`src/rtl/csr_bank.sv`:
```
// Machine-mode CSR file and trap controller for an RV32I core.
// Holds the M-mode trap CSRs and the 64-bit counters, and issues the trap/MRET fetch redirect.
module csr_bank #(
  parameter logic [31:0] HARTID      = 32'h0000_0000,
  parameter logic [31:0] MTVEC_RESET = 32'h0000_0000
) (
  input  logic        clk,
  input  logic        reset,
  input  logic [1:0]  csr_op_i,
  input  logic [11:0] csr_addr_i,
  input  logic [31:0] csr_wdata_i,
  output logic [31:0] csr_rdata_o,
  output logic        csr_illegal_o,
  input  logic        instr_retired_i,
  input  logic        exception_i,
  input  logic [4:0]  exception_code_i,
  input  logic [31:0] exception_pc_i,
  input  logic [31:0] exception_tval_i,
  input  logic        mret_i,
  input  logic        irq_sw_i,
  input  logic        irq_tim_i,
  input  logic        irq_ext_i,
  output logic        interrupt_pending_o,
  input  logic        interrupt_ack_i,
  input  logic [31:0] interrupt_pc_i,
  output logic        jump_o,
  output logic [31:0] jump_target_o,
  output logic [1:0]  privilege_o
);

  typedef enum logic [1:0] {
    OP_NONE  = 2'd0,
    OP_WRITE = 2'd1,
    OP_SET   = 2'd2,
    OP_CLEAR = 2'd3
  } csr_op_e;

  localparam logic [11:0] ADDR_MSTATUS    = 12'h300;
  localparam logic [11:0] ADDR_MISA       = 12'h301;
  localparam logic [11:0] ADDR_MEDELEG    = 12'h302;
  localparam logic [11:0] ADDR_MIDELEG    = 12'h303;
  localparam logic [11:0] ADDR_MIE        = 12'h304;
  localparam logic [11:0] ADDR_MTVEC      = 12'h305;
  localparam logic [11:0] ADDR_MCOUNTEREN = 12'h306;
  localparam logic [11:0] ADDR_MSTATUSH   = 12'h310;
  localparam logic [11:0] ADDR_MSCRATCH   = 12'h340;
  localparam logic [11:0] ADDR_MEPC       = 12'h341;
  localparam logic [11:0] ADDR_MCAUSE     = 12'h342;
  localparam logic [11:0] ADDR_MTVAL      = 12'h343;
  localparam logic [11:0] ADDR_MIP        = 12'h344;
  localparam logic [11:0] ADDR_MTINST     = 12'h34A;
  localparam logic [11:0] ADDR_MTVAL2     = 12'h34B;
  localparam logic [11:0] ADDR_MVENDORID  = 12'hF11;
  localparam logic [11:0] ADDR_MARCHID    = 12'hF12;
  localparam logic [11:0] ADDR_MIMPID     = 12'hF13;
  localparam logic [11:0] ADDR_MHARTID    = 12'hF14;
  localparam logic [11:0] ADDR_MCONFIGPTR = 12'hF15;
  localparam logic [11:0] ADDR_CYCLE      = 12'hC00;
  localparam logic [11:0] ADDR_TIME       = 12'hC01;
  localparam logic [11:0] ADDR_INSTRET    = 12'hC02;
  localparam logic [11:0] ADDR_CYCLEH     = 12'hC80;
  localparam logic [11:0] ADDR_TIMEH      = 12'hC81;
  localparam logic [11:0] ADDR_INSTRETH   = 12'hC82;

  localparam logic [31:0] MISA_VALUE = 32'h4000_0100;
  localparam logic [31:0] ALIGN_MASK = 32'hFFFF_FFFC;

  // Fixed-priority pick among enabled pending lines {ext, tim, sw}: ext > sw > tim.
  function automatic logic [4:0] irq_code(input logic [2:0] active);
    logic [4:0] code;
    if (active[2]) begin
      code = 5'd11;
    end else if (active[0]) begin
      code = 5'd3;
    end else if (active[1]) begin
      code = 5'd7;
    end else begin
      code = 5'd0;
    end
    return code;
  endfunction

  csr_op_e     op_s;
  logic        mstatus_mie_r;
  logic        mstatus_mpie_r;
  logic [2:0]  mie_r;
  logic [2:0]  mip_r;
  logic [31:0] mtvec_r;
  logic [31:0] mscratch_r;
  logic [31:0] mepc_r;
  logic [31:0] mcause_r;
  logic [31:0] mtval_r;
  logic [63:0] cycle_r;
  logic [63:0] instret_r;
  logic        pending_r;
  logic [4:0]  pending_code_r;
  logic        jump_r;
  logic [31:0] jump_target_r;

  logic [31:0] mstatus_s;
  logic [31:0] mie_val_s;
  logic [31:0] mip_val_s;
  logic [31:0] rdata_s;
  logic        addr_valid_s;
  logic        wen_s;
  logic [31:0] wval_s;
  logic        illegal_s;
  logic        exc_take_s;
  logic        irq_take_s;
  logic        mret_take_s;
  logic        csr_commit_s;
  logic [2:0]  irq_act_s;
  logic [31:0] trap_base_s;
  logic [31:0] trap_target_s;

  assign op_s      = csr_op_e'(csr_op_i);
  assign mstatus_s = {19'd0, 2'b11, 3'd0, mstatus_mpie_r, 3'd0, mstatus_mie_r, 3'd0};
  assign mie_val_s = {20'd0, mie_r[2], 3'd0, mie_r[1], 3'd0, mie_r[0], 3'd0};
  assign mip_val_s = {20'd0, mip_r[2], 3'd0, mip_r[1], 3'd0, mip_r[0], 3'd0};
  assign irq_act_s = mip_r & mie_r;

  // Read mux and address decode for the implemented CSRs
  always_comb begin
    rdata_s      = 32'h0000_0000;
    addr_valid_s = 1'b1;
    case (csr_addr_i)
      ADDR_MSTATUS:  rdata_s = mstatus_s;
      ADDR_MISA:     rdata_s = MISA_VALUE;
      ADDR_MIE:      rdata_s = mie_val_s;
      ADDR_MTVEC:    rdata_s = mtvec_r;
      ADDR_MSCRATCH: rdata_s = mscratch_r;
      ADDR_MEPC:     rdata_s = mepc_r;
      ADDR_MCAUSE:   rdata_s = mcause_r;
      ADDR_MTVAL:    rdata_s = mtval_r;
      ADDR_MIP:      rdata_s = mip_val_s;
      ADDR_MHARTID:  rdata_s = HARTID;
      ADDR_MEDELEG, ADDR_MIDELEG, ADDR_MCOUNTEREN, ADDR_MSTATUSH,
      ADDR_MTINST, ADDR_MTVAL2, ADDR_MVENDORID, ADDR_MARCHID,
      ADDR_MIMPID, ADDR_MCONFIGPTR: rdata_s = 32'h0000_0000;
      ADDR_CYCLE, ADDR_TIME:   rdata_s = cycle_r[31:0];
      ADDR_CYCLEH, ADDR_TIMEH: rdata_s = cycle_r[63:32];
      ADDR_INSTRET:  rdata_s = instret_r[31:0];
      ADDR_INSTRETH: rdata_s = instret_r[63:32];
      default:       addr_valid_s = 1'b0;
    endcase
  end

  // Write enable and read-modify-write value; SET/CLEAR with a zero mask are pure reads
  always_comb begin
    wen_s  = 1'b0;
    wval_s = rdata_s;
    case (op_s)
      OP_WRITE: begin
        wen_s  = 1'b1;
        wval_s = csr_wdata_i;
      end
      OP_SET: begin
        wen_s  = |csr_wdata_i;
        wval_s = rdata_s | csr_wdata_i;
      end
      OP_CLEAR: begin
        wen_s  = |csr_wdata_i;
        wval_s = rdata_s & ~csr_wdata_i;
      end
      default: begin
        wen_s  = 1'b0;
        wval_s = rdata_s;
      end
    endcase
  end

  assign illegal_s    = (op_s != OP_NONE) &&
                        (!addr_valid_s || (wen_s && (csr_addr_i[11:10] == 2'b11)));
  assign exc_take_s   = exception_i;
  assign irq_take_s   = !exception_i && interrupt_ack_i && pending_r;
  assign mret_take_s  = !exception_i && !irq_take_s && mret_i;
  assign csr_commit_s = wen_s && !illegal_s && !exc_take_s && !irq_take_s && !mret_take_s;
  assign trap_base_s  = {mtvec_r[31:2], 2'b00};

  // Trap vector: interrupts in vectored mode land at BASE + 4*cause
  always_comb begin
    if (irq_take_s && (mtvec_r[1:0] == 2'b01)) begin
      trap_target_s = trap_base_s + {25'd0, pending_code_r, 2'b00};
    end else begin
      trap_target_s = trap_base_s;
    end
  end

  // Architectural CSR state: trap entry beats MRET, which beats a software write
  always_ff @(posedge clk or posedge reset) begin
    if (reset) begin
      mstatus_mie_r  <= 1'b0;
      mstatus_mpie_r <= 1'b0;
      mie_r          <= 3'b000;
      mtvec_r        <= MTVEC_RESET;
      mscratch_r     <= 32'h0000_0000;
      mepc_r         <= 32'h0000_0000;
      mcause_r       <= 32'h0000_0000;
      mtval_r        <= 32'h0000_0000;
    end else if (exc_take_s || irq_take_s) begin
      mstatus_mpie_r <= mstatus_mie_r;
      mstatus_mie_r  <= 1'b0;
      mepc_r         <= (exc_take_s ? exception_pc_i : interrupt_pc_i) & ALIGN_MASK;
      mcause_r       <= exc_take_s ? {1'b0, 26'd0, exception_code_i}
                                   : {1'b1, 26'd0, pending_code_r};
      mtval_r        <= exc_take_s ? exception_tval_i : 32'h0000_0000;
    end else if (mret_take_s) begin
      mstatus_mie_r  <= mstatus_mpie_r;
      mstatus_mpie_r <= 1'b1;
    end else if (csr_commit_s) begin
      case (csr_addr_i)
        ADDR_MSTATUS: begin
          mstatus_mie_r  <= wval_s[3];
          mstatus_mpie_r <= wval_s[7];
        end
        ADDR_MIE:      mie_r      <= {wval_s[11], wval_s[7], wval_s[3]};
        ADDR_MTVEC:    mtvec_r    <= {wval_s[31:2], wval_s[1] ? mtvec_r[1:0] : wval_s[1:0]};
        ADDR_MSCRATCH: mscratch_r <= wval_s;
        ADDR_MEPC:     mepc_r     <= wval_s & ALIGN_MASK;
        ADDR_MCAUSE:   mcause_r   <= wval_s;
        ADDR_MTVAL:    mtval_r    <= wval_s;
        default: ;
      endcase
    end
  end

  // Interrupt sampling; pending is withdrawn in the cycle a trap is taken so it cannot be acked twice
  always_ff @(posedge clk or posedge reset) begin
    if (reset) begin
      mip_r          <= 3'b000;
      pending_r      <= 1'b0;
      pending_code_r <= 5'd0;
    end else begin
      mip_r          <= {irq_ext_i, irq_tim_i, irq_sw_i};
      pending_r      <= mstatus_mie_r && (|irq_act_s) && !(exc_take_s || irq_take_s);
      pending_code_r <= irq_code(irq_act_s);
    end
  end

  // Free-running 64-bit counters, assigned every cycle
  always_ff @(posedge clk or posedge reset) begin
    if (reset) begin
      cycle_r   <= 64'd0;
      instret_r <= 64'd0;
    end else begin
      cycle_r   <= cycle_r + 64'd1;
      instret_r <= instret_r + {63'd0, instr_retired_i};
    end
  end

  // Registered fetch redirect, one pulse per trap or MRET
  always_ff @(posedge clk or posedge reset) begin
    if (reset) begin
      jump_r        <= 1'b0;
      jump_target_r <= 32'h0000_0000;
    end else begin
      jump_r <= exc_take_s || irq_take_s || mret_take_s;
      if (exc_take_s || irq_take_s) begin
        jump_target_r <= trap_target_s;
      end else if (mret_take_s) begin
        jump_target_r <= mepc_r;
      end
    end
  end

  assign csr_rdata_o         = rdata_s;
  assign csr_illegal_o       = illegal_s;
  assign interrupt_pending_o = pending_r;
  assign jump_o              = jump_r;
  assign jump_target_o       = jump_target_r;
  assign privilege_o         = 2'b11;

endmodule

```
`config.mk`:
```
export PLATFORM = sky130hd
export DESIGN_NAME = csr_bank
export DESIGN_NICKNAME = d
export VERILOG_FILES = /design/src/rtl/csr_bank.sv
export SDC_FILE = /design/constraint.sdc
export NUM_CORES = 1
export LEC_CHECK = 0
export BUFFER_PORTS_ARGS = -buffer_cell sky130_fd_sc_hd__buf_2
export CORE_MARGIN = 4
export CORE_UTILIZATION = 59
export DETAILED_ROUTE_END_ITERATION = 8
export GPL_ROUTABILITY_DRIVEN = 0
export HOLD_SLACK_MARGIN = 0.03
export PLACE_DENSITY_LB_ADDON = 0.15
export RECOVER_POWER = 25
export SLEW_MARGIN = 10
export SYNTH_ARGS = -nofsm -noshare
export SYNTH_HDL_FRONTEND = slang
export SYNTH_SLANG_ARGS = --single-unit
```
`constraint.sdc`:
```
create_clock -name clk -period 12.1 [get_ports clk]
set_clock_uncertainty 0.05 [all_clocks]
set_input_delay 1.815 -clock clk [delete_from_list [all_inputs] [get_ports clk]]
set_output_delay 1.815 -clock clk [all_outputs]
set_load 0.01 [all_outputs]
```
==> flow_metrics.py <==
metrics = {
    "worst_setup_path": {
        "path_cells": "buf_2, nor4b_2, buf_4, nand2_1, o21ai_0, a2111oi_0, inv_1, buf_2",
        "cp_slowest_stage_delay_ps": 870,
        "critPathCaptureType": "output port",
        "crit_buf_inv": 4,
        "worst_ep_arrival_time_ps": 4840,
        "crit_fanout": 25,
        "cp_top_family": "compound AO/OA/AOI/OAI gates",
        "crit_required_ps": 10230,
        "crit_path_start_kind": "primary input",
        "crit_type": "in -> out",
        "crit_top_cell": "buf_2",
        "cp_slowest_cell": "a2111oi_0",
    },
    "synth": {
        "syn_inst": 2015,
        "yosys.area.top_type": "dfrtp_1",
        "yosysSeqAreaShare": 0.4384,
        "yosys_warnings": 0,
        "synth_enable_flop_cells": 0,
        "syn_area_um2": 18720,
        "synthArstFlopShare": 1.000,
        "ys_ff_latch": 328,
        "synth_area_leaders": "dfrtp_1 44%, xnor2_1 5.1%, a21oi_1 3.7%, nand2_1 3.6%, nor2_1 3.3%",
        "synth_cell_types": 90,
        "syn_area_per_cell_um2": 9.292,
        "synth_top_area_frac": 0.4384,
        "synthTopCellsByCount": "328 x dfrtp_1, 182 x nand2_1, 163 x nor2_1",
        "synthFlopType": "dfrtp_1",
        "yosysMostFrequentCell": "dfrtp_1",
    },
    "cells_and_area": {
        "drive_above_1_share": 0.1584,
        "fill_cells": 2494,
        "antenna_cells": 0,
        "area_delta_synth_final_pct": 12.56,
        "multiInputGateArea_um2": 9743,
        "layout.nets": 2332,
        "ff_latch_area_um2": 8208,
    },
    "floorplan": {
        "dieArea_um2": 34650,
        "boundaryPins": 225,
        "start_util": 0.6057,
        "dieWidth_um": 186.1,
        "core_area_um2": 30910,
        "rows": 64,
        "die_h_um": 186.1,
    },
    "clocking": {
        "cts_max_path_buffers": 3,
        "clockRootBuffer": "clkbuf_16",
        "post-cts-setup-buffers": 0,
        "path_clk_slew_ps": 60,
        "cts-hold-fix-buffers": 0,
        "clock_latency_ps": 550,
        "ctsResizeCount": 0,
        "htree_num_levels": 2,
        "numCtsBuffers": 37,
        "cts_sinks": 328,
        "cts_tree": "done",
    },
    "timing": {
        "finalSetupTns_ps": 0,
        "fmax_mhz": 149.1,
        "period_share": 0.5541,
        "slew_headroom": -1.456,
        "min_period_ps": 6705,
        "setup_violations": 0,
        "slew_violations": 133,
        "worst_slew_pin_slew_ps": 3664,
        "hold_viol": 0,
        "rsz0062_at_grt": "false",
    },
    "pwr": {
        "vdd_drop_max_mv": 0.08772,
        "finalPower_w": 0.002554,
        "swShare": 0.2707,
        "power.leakage_nw": 9.492,
        "power_frac_comb": 0.112,
        "seqPwrFrac": 0.467,
        "clkPwrFrac": 0.421,
        "powerDensity_nw_per_um2": 121.2,
        "intPower_w": 0.001863,
        "switchingPower_w": 0.0006915,
    },
    "detailed_routing": {
        "antenna_left": 0,
        "route.detailed.drc": 0,
        "finalWirelength_um": 68340,
        "via_per_inst": 6.906,
        "num_vias": 17858,
        "drtPass1Iterations": 8,
        "avgRoutedWirePerCell_um": 26.43,
        "dr.first_iter.drc_count": 2633,
    },
    "grt": {
        "grt_max_degree": 174,
        "globalRouteOverflowTotal": 0,
        "grt_pass1_vias": 17192,
        "gr-usage-met1": 0.5244,
        "gr-max-usage-layer": "met2",
        "grt_pass1_wl_um": 102500,
        "use_met2": 0.5741,
        "grt.total_usage": 0.3879,
        "use_met3": 0.1157,
        "antenna_found_initial": 1,
    },
    "place": {
        "io_buffers": 216,
        "hpwl_um": 48220,
    },
    "status": {
        "violations": "max-capacitance violations, max-slew violations",
        "status": "complete, but fails checks",
    },
    "worst_hold_path": {
        "min_path_type": "reg -> reg",
    },
    "flow_run": {
        "maxCapViolations": 2,
    },
}
[power groups by stage]
stage	combinational, W	sequential (W)	clock, W
detailed placement	0.000278	0.00121	0
CTS	0.000279	0.00119	0.00108
floorplan	0.000170	0.00120	0
finish	0.000287	0.00119	0.00108
global route	0.000307	0.00119	0.00112
global placement	0.000270	0.00121	0
[worst paths after layout]
path	end	start	slack, ps	cells after the start
max reg2reg	cycle_r[54]$_DFF_PP0_	cycle_r[14]$_DFF_PP0_	8960	7
min reg2reg	mscratch_r[22]$_DFFE_PP0P_	mscratch_r[22]$_DFFE_PP0P_	430	2
max in group asynchronous	instret_r[29]$_DFF_PP0_	reset	6690	4
min in group asynchronous	mscratch_r[2]$_DFFE_PP0P_	reset	2340	2
min	mscratch_r[22]$_DFFE_PP0P_	mscratch_r[22]$_DFFE_PP0P_	430	2
max	csr_rdata_o[26]	csr_addr_i[7]	5390	8
[per-layer routing]
metal | wire length [µm] | vias to the layer above
met2 | 29730 | 1363
met3 | 9462 | 289
met4 | 4123 | 0
li1 | - | 7604
met1 | 25030 | 8602
met5 | 0 | -
[tightest hold or removal path, delay by kind of cell (launching register included)]
family / cells / cell delay [ps]
simple gates: 1 / 50
compound gates: 1 / 60
flops: 1 / 350
[cells by family (layout without fill, tap and decap cells)]
family          Yosys count  after routing  synth area share
xor+xnor                177            177           0.08280
mux                      50             50           0.02887
buf+inv                 179            352           0.04317
simple gates            766            766            0.2169
flops                   328            328            0.4384
other cells               2              4         0.0004011
fa+ha+maj                 8              8          0.005747
compound gates          505            505            0.1838
[cell type report]
cell class                      count  area share
Clock buffer                       55     0.05147
Clock inverter                      6    0.002078
Multi-Input combinational cell   1510      0.4623
Timing Repair Buffer              254     0.06453
Tap cell                          396     0.02351
Inverter                           37    0.006649
Sequential cell                   328      0.3895
[through the flow]
step | hold slack, ps | setup WS [ps] | utilization | cells | cell area (µm²)
after floorplan | 392.0 | 1152 | - | 2017 | 18730
after global placement | 408.7 | 5553 | 0.6466 | 2524 | 19990
after detailed placement | 421.7 | 5551 | 0.6466 | 2524 | 19990
after CTS | 434.4 | 5505 | 0.6831 | 2585 | 21110
after global routing | 451.5 | 5428 | 0.6818 | 2586 | 21080
final | 434.9 | 5395 | 0.6818 | 2586 | 21080
[state kept, by name, indices dropped and copies added, names as in the netlist, 3 cells and up]
register and cells:
mscratch_r 32, jump_target_o 30, mip_r 3, mepc_r 30, mie_r 3, instret_r 64
pending_code_r 3, mtvec_r 31, mtval_r 32, mcause_r 32, cycle_r 64
[placed cells by master, fill, tap and decap left out, drive strengths merged, types with 12 or more instances in the layout]
cell,count
nor2b,35
and4,17
mux2,12
and3b,14
nand3,99
o21ai,78
inv,36
clkbuf,68
buf,241
o211ai,13
a22oi,58
nand2,182
a21oi,139
mux2i,36
a22o,24
nor3,33
nand4,45
nor4,19
o22ai,23
or3,14
xor2,69
and3,56
dfrtp,328
a211oi,45
a31oi,16
or2,12
xnor2,108
nand2b,25
nor2,164
and2,21
(Power assumes the default switching activity.)
